File: src/rtl/bike_pkg.sv
// Shared constants and state encoding for the bike computer arithmetic blocks.
package bike_pkg;

  localparam int DIV_WIDTH = 16;
  localparam int DIV_CNT_W = $clog2(DIV_WIDTH);

  typedef enum logic [1:0] {
    IDLE,
    CALC,
    ROUND,
    DONE
  } div_state_t;

endpackage

File: src/rtl/div_step.sv
// One restoring-division step: shift in the next dividend bit, subtract the divisor if it fits.
module div_step #(
  parameter int WIDTH = 16
) (
  input  logic [WIDTH-1:0] partial,
  input  logic             next_bit,
  input  logic [WIDTH-1:0] divisor,
  output logic [WIDTH-1:0] new_partial,
  output logic             q_bit
);

  logic [WIDTH:0] shifted;

  // The shifted value needs one extra bit so the compare cannot overflow;
  // after a successful subtract the result is below the divisor and fits in WIDTH bits.
  always_comb begin
    shifted     = {partial, next_bit};
    new_partial = shifted[WIDTH-1:0];
    q_bit       = 1'b0;
    if (shifted >= {1'b0, divisor}) begin
      new_partial = shifted[WIDTH-1:0] - divisor;
      q_bit       = 1'b1;
    end
  end

endmodule

File: src/rtl/seq_divider.sv
// Multi-cycle unsigned restoring divider, one quotient bit per clock.
// Define SEQ_DIVIDER_ROUND_EN to add a ROUND state that rounds the quotient to nearest.
import bike_pkg::*;

module seq_divider #(
  parameter int WIDTH = DIV_WIDTH
) (
  input  logic             clk,
  input  logic             rst,
  input  logic             start,
  input  logic [WIDTH-1:0] dividend,
  input  logic [WIDTH-1:0] divisor,
  output logic [WIDTH-1:0] dividerres,
  output logic [WIDTH-1:0] remainder,
  output logic             Busy,
  output logic             Ready,
  output logic             div_by_zero
);

  localparam int CW = (WIDTH > 1) ? $clog2(WIDTH) : 1;

  div_state_t       state_q;
  logic [CW-1:0]    count_q;
  logic [WIDTH-1:0] partial_q;
  logic [WIDTH-1:0] work_q;
  logic [WIDTH-1:0] divisor_q;
  logic [WIDTH-1:0] new_partial;
  logic             q_bit;

  // work_q shifts dividend bits out of the top while quotient bits enter at the bottom
  div_step #(.WIDTH(WIDTH)) u_step (
    .partial    (partial_q),
    .next_bit   (work_q[WIDTH-1]),
    .divisor    (divisor_q),
    .new_partial(new_partial),
    .q_bit      (q_bit)
  );

`ifdef SEQ_DIVIDER_ROUND_EN
  logic round_up;

  always_comb begin
    round_up = (divisor_q != '0) && ({partial_q, 1'b0} >= {1'b0, divisor_q}) && !(&work_q);
  end
`endif

  always_ff @(posedge clk) begin
    if (rst) begin
      state_q     <= IDLE;
      count_q     <= '0;
      partial_q   <= '0;
      work_q      <= '0;
      divisor_q   <= '0;
      dividerres  <= '0;
      remainder   <= '0;
      Busy        <= 1'b0;
      Ready       <= 1'b0;
      div_by_zero <= 1'b0;
    end else begin
      Ready <= 1'b0;
      case (state_q)
        IDLE, DONE: begin
          if (start) begin
            state_q   <= CALC;
            Busy      <= 1'b1;
            work_q    <= dividend;
            divisor_q <= divisor;
            partial_q <= '0;
            count_q   <= CW'(WIDTH - 1);
          end else begin
            state_q <= IDLE;
          end
        end
        CALC: begin
          work_q    <= {work_q[WIDTH-2:0], q_bit};
          partial_q <= new_partial;
          count_q   <= count_q - 1'b1;
          if (count_q == '0) begin
`ifdef SEQ_DIVIDER_ROUND_EN
            state_q <= ROUND;
`else
            state_q     <= DONE;
            Busy        <= 1'b0;
            Ready       <= 1'b1;
            dividerres  <= {work_q[WIDTH-2:0], q_bit};
            remainder   <= new_partial;
            div_by_zero <= (divisor_q == '0);
`endif
          end
        end
`ifdef SEQ_DIVIDER_ROUND_EN
        // Saturation and divide-by-zero suppression are folded into round_up
        ROUND: begin
          state_q     <= DONE;
          Busy        <= 1'b0;
          Ready       <= 1'b1;
          dividerres  <= work_q + WIDTH'(round_up);
          remainder   <= partial_q;
          div_by_zero <= (divisor_q == '0);
        end
`endif
        default: begin
          state_q <= IDLE;
          Busy    <= 1'b0;
        end
      endcase
    end
  end

endmodule
File: config.mk
export PLATFORM = sky130hd
export DESIGN_NAME = seq_divider
export DESIGN_NICKNAME = d
export VERILOG_FILES = /design/src/rtl/bike_pkg.sv /design/src/rtl/div_step.sv /design/src/rtl/seq_divider.sv
export SDC_FILE = /design/constraint.sdc
export NUM_CORES = 1
export LEC_CHECK = 0
export CAP_MARGIN = 25
export CORE_ASPECT_RATIO = 1.2
export CORE_MARGIN = 2
export CORE_UTILIZATION = 55
export CTS_CLUSTER_SIZE = 10
export DETAILED_ROUTE_END_ITERATION = 6
export GPL_TIMING_DRIVEN = 0
export PLACE_DENSITY = 0.88
export SETUP_SLACK_MARGIN = 0.5
export SLEW_MARGIN = 25
export SYNTH_ARGS = -nofsm -noshare
export SYNTH_HDL_FRONTEND = slang
export SYNTH_SLANG_ARGS = --single-unit
File: constraint.sdc
create_clock -name clk -period 7.48 [get_ports clk]
set_input_delay 1.496 -clock clk [delete_from_list [all_inputs] [get_ports clk]]
set_output_delay 1.496 -clock clk [all_outputs]
set_load 0.03 [all_outputs]
==> results.md <==
* Tmin final at 3.08 ns
* CTS tree: done
* Longest Clk Path Bufs at 2
* Largest cells by area after synthesis: dfxtp_1, nand2_1, a21oi_1
* Total negative slack at 0 ns
* Largest net degree at the start of global routing at 17
* Via count at 4,059
* Avg WL per Cell at 16.0 µm
* H-tree Lvls at 3
* Worst setup EP type: flop
* Initial antenna violation count at 0
* Share of layout cells above drive strength 1 at 0.0329
* Fraction of registers with async set/reset at 0
* Clk_lat worst skew at 0.37 ns
* Kind of cell adding the most delay to the critical path: buffers and inverters
* Fin. max-slew vios at 0
* Avg Cell Area, Syn at 8.14 µm²
* Leakage dissipation at 1.94 nW
* Final setup vio count at 0
* Post-route DRC at 0
* Die width at 84.3 µm
* Critical Path AT at 3.37 ns
* Worst-path cell chain: clkdlybuf4s50_1 > nand2_1 > o21ai_1 > nor2_1 > clkbuf_1 > nand2_1 > o21ai_1
* Die height at 100 µm
* Warnings, synthesis at 0
* GPL Wtd Cong at 0.910
* Top-count cell post-synth: dfxtp_1
* Clk pin slew, worst setup/hold paths at 0.10 ns
* First-pass GRT wire length at 17.9 mm
* Post_cts resized at 0
* Critical Path Start Type: primary input
* Pre-antenna DRT Iters at 5
* Post-DP HPWL at 8.20 mm
* I/O pin count at 70
* Syn nets at 578
* Cell accounting for the most synthesized area: dfxtp_1
* Post-synth top area share at 0.418
* IO Port Bufs at 68
* Top cells by count, synth: dfxtp_1, nand2_1, a21oi_1
* ANT nets after route at 0
* HP Class: reg -> reg
* Worst path bufs/invs at 2
* Crit path max-delay cell type: clkdlybuf4s50_1
* Global Route Usage Sum at 0.262
* Gate Count Post-Synth at 523
* Number of buffers created by CTS at 9
* Pre-CTS WS at 4.09 ns
* WL final at 11.2 mm
* CTS sink cnt at 89
* Worst Tran Pin Value at 0.740 ns
* Fill count at 617
* Vias in the first global route at 3,953
* Worst Skew at 0.0129 ns
* DR vias/cell at 5.81
* Setup bufs post-CTS at 0
* Area grow syn2layout at 23.4%
* Starting density of the core at 0.562
* Sequential cell area fraction in the yosys report at 0.418
* Diodes inserted at 0
* Total gr overflow at 0
* Crit-path max cell delay at 0.49 ns
* Outcome: completed
* Synth Register Bits at 89
* Final Hold Viols at 0
* Hold_buf cts at 0
* Crit path max fanout at 10
* Die area at 0.00846 mm²
* Fmax achieved at 325 MHz
* Number of synthesized flops with an enable pin at 0
* Power Density at 247 mW/mm²
* Distinct cells, synth at 44
* Synth Flop Type: dfxtp_1
* Setup WS post-layout at 4.40 ns
* Maximum VDD drop at 0.129 mV
* Total of max-cap violations at 0
* Row cnt at 35
* Root Driver: clkbuf_8
* Worst EP required at 7.77 ns
* Area of the multi-input gates at 0.00225 mm²
* 1st-iter DRT viols at 212
* Sequential Area at 0.00178 mm²
* RSZ-0062 raised after global routing: false
* Fin crit share at 0.411
* Worst slew margin at 0.505
* Critical path class: in -> reg
* Core box area at 0.00758 mm²
* Net count, final at 657
* Post-Syn Area at 0.00426 mm²
power breakdown:
group / internal (W) / total (W) / switching [W]
combinational: 0.000168 / 0.000412 / 0.000244
clock: 0.000157 / 0.000343 / 0.000185
sequential: 0.000512 / 0.000544 / 0.0000321
total: 0.000838 / 0.00130 / 0.000461
routing by layer:
layer,up-vias,wire length [µm],GRT usage
li1,1985,-,-
met3,33,523,0.0395
met1,1908,4580,0.293
met2,133,5640,0.479
met4,0,407,0.136
met5,-,0,0
registers in the layout, summed over array words and instances, names as in the netlist:
name and cells:
work_q 16, remainder 16, count_q 4, divisor_q 16
Ready 1, partial_q 16, div_by_zero 1, dividerres 16
state_q 2, Busy 1
worst paths after layout:
path	from	endpoint	slack (ns)	cells past startpoint
setup reg to reg	divisor_q[1]	remainder[14]	4.52	11
setup / recovery	start	partial_q[10]	4.40	7
hold reg to reg	dividerres[5]	dividerres[5]	0.46	2
hold / removal	dividerres[5]	dividerres[5]	0.46	2
final cells by class:
class	count	share of cell area
buffer	30	0.0245
clock buffer	9	0.0236
clock inverter	7	0.0148
inverter	26	0.0186
multi-input combinational	378	0.428
sequential	89	0.339
tap	92	0.0219
timing repair buffer	68	0.130
cell families (layout without fill, tap and decap cells):
family / count (synthesis) / after routing / share of synthesized area
AND/OR/NAND/NOR: 164 / 164 / 0.164
AO/OA/AOI/OAI: 157 / 157 / 0.221
flip-flops: 89 / 89 / 0.418
buffers and inverters: 56 / 140 / 0.0532
multiplexers: 23 / 23 / 0.0541
adder cells (fa/ha/maj): 20 / 20 / 0.0605
XOR/XNOR: 14 / 14 / 0.0288
placed cells by master, fill, tap and decap left out, drive strengths merged, types with 23 or more instances in the layout:
cell,Yosys,routed
nor2,37,37
clkdlybuf4s50,0,68
a21oi,63,63
dfxtp,89,89
mux2i,23,23
nand2,88,88
clkbuf,26,35
o21ai,38,38
inv,25,27
worst min-delay path, delay by kind of cell (launching register included):
family	cells	cell delay [ns]
flip-flops	1	0.32
AND/OR/NAND/NOR	1	0.05
AO/OA/AOI/OAI	1	0.05
stage by stage:
stage	utilization	instance area (µm²)	std cells	total power, W	hold WS (ns)
6_report	0.694	5260	699	0.00130	0.460
5_1_grt	0.694	5260	699	0.00135	0.487
4_1_cts	0.694	5260	699	0.00129	0.462
3_5_place_dp	0.667	5050	683	0.000957	0.449
3_3_place_gp	0.667	5050	683	0.000943	0.446
2_1_floorplan	-	4260	523	0.000841	0.437
(Power assumes the default switching activity.)
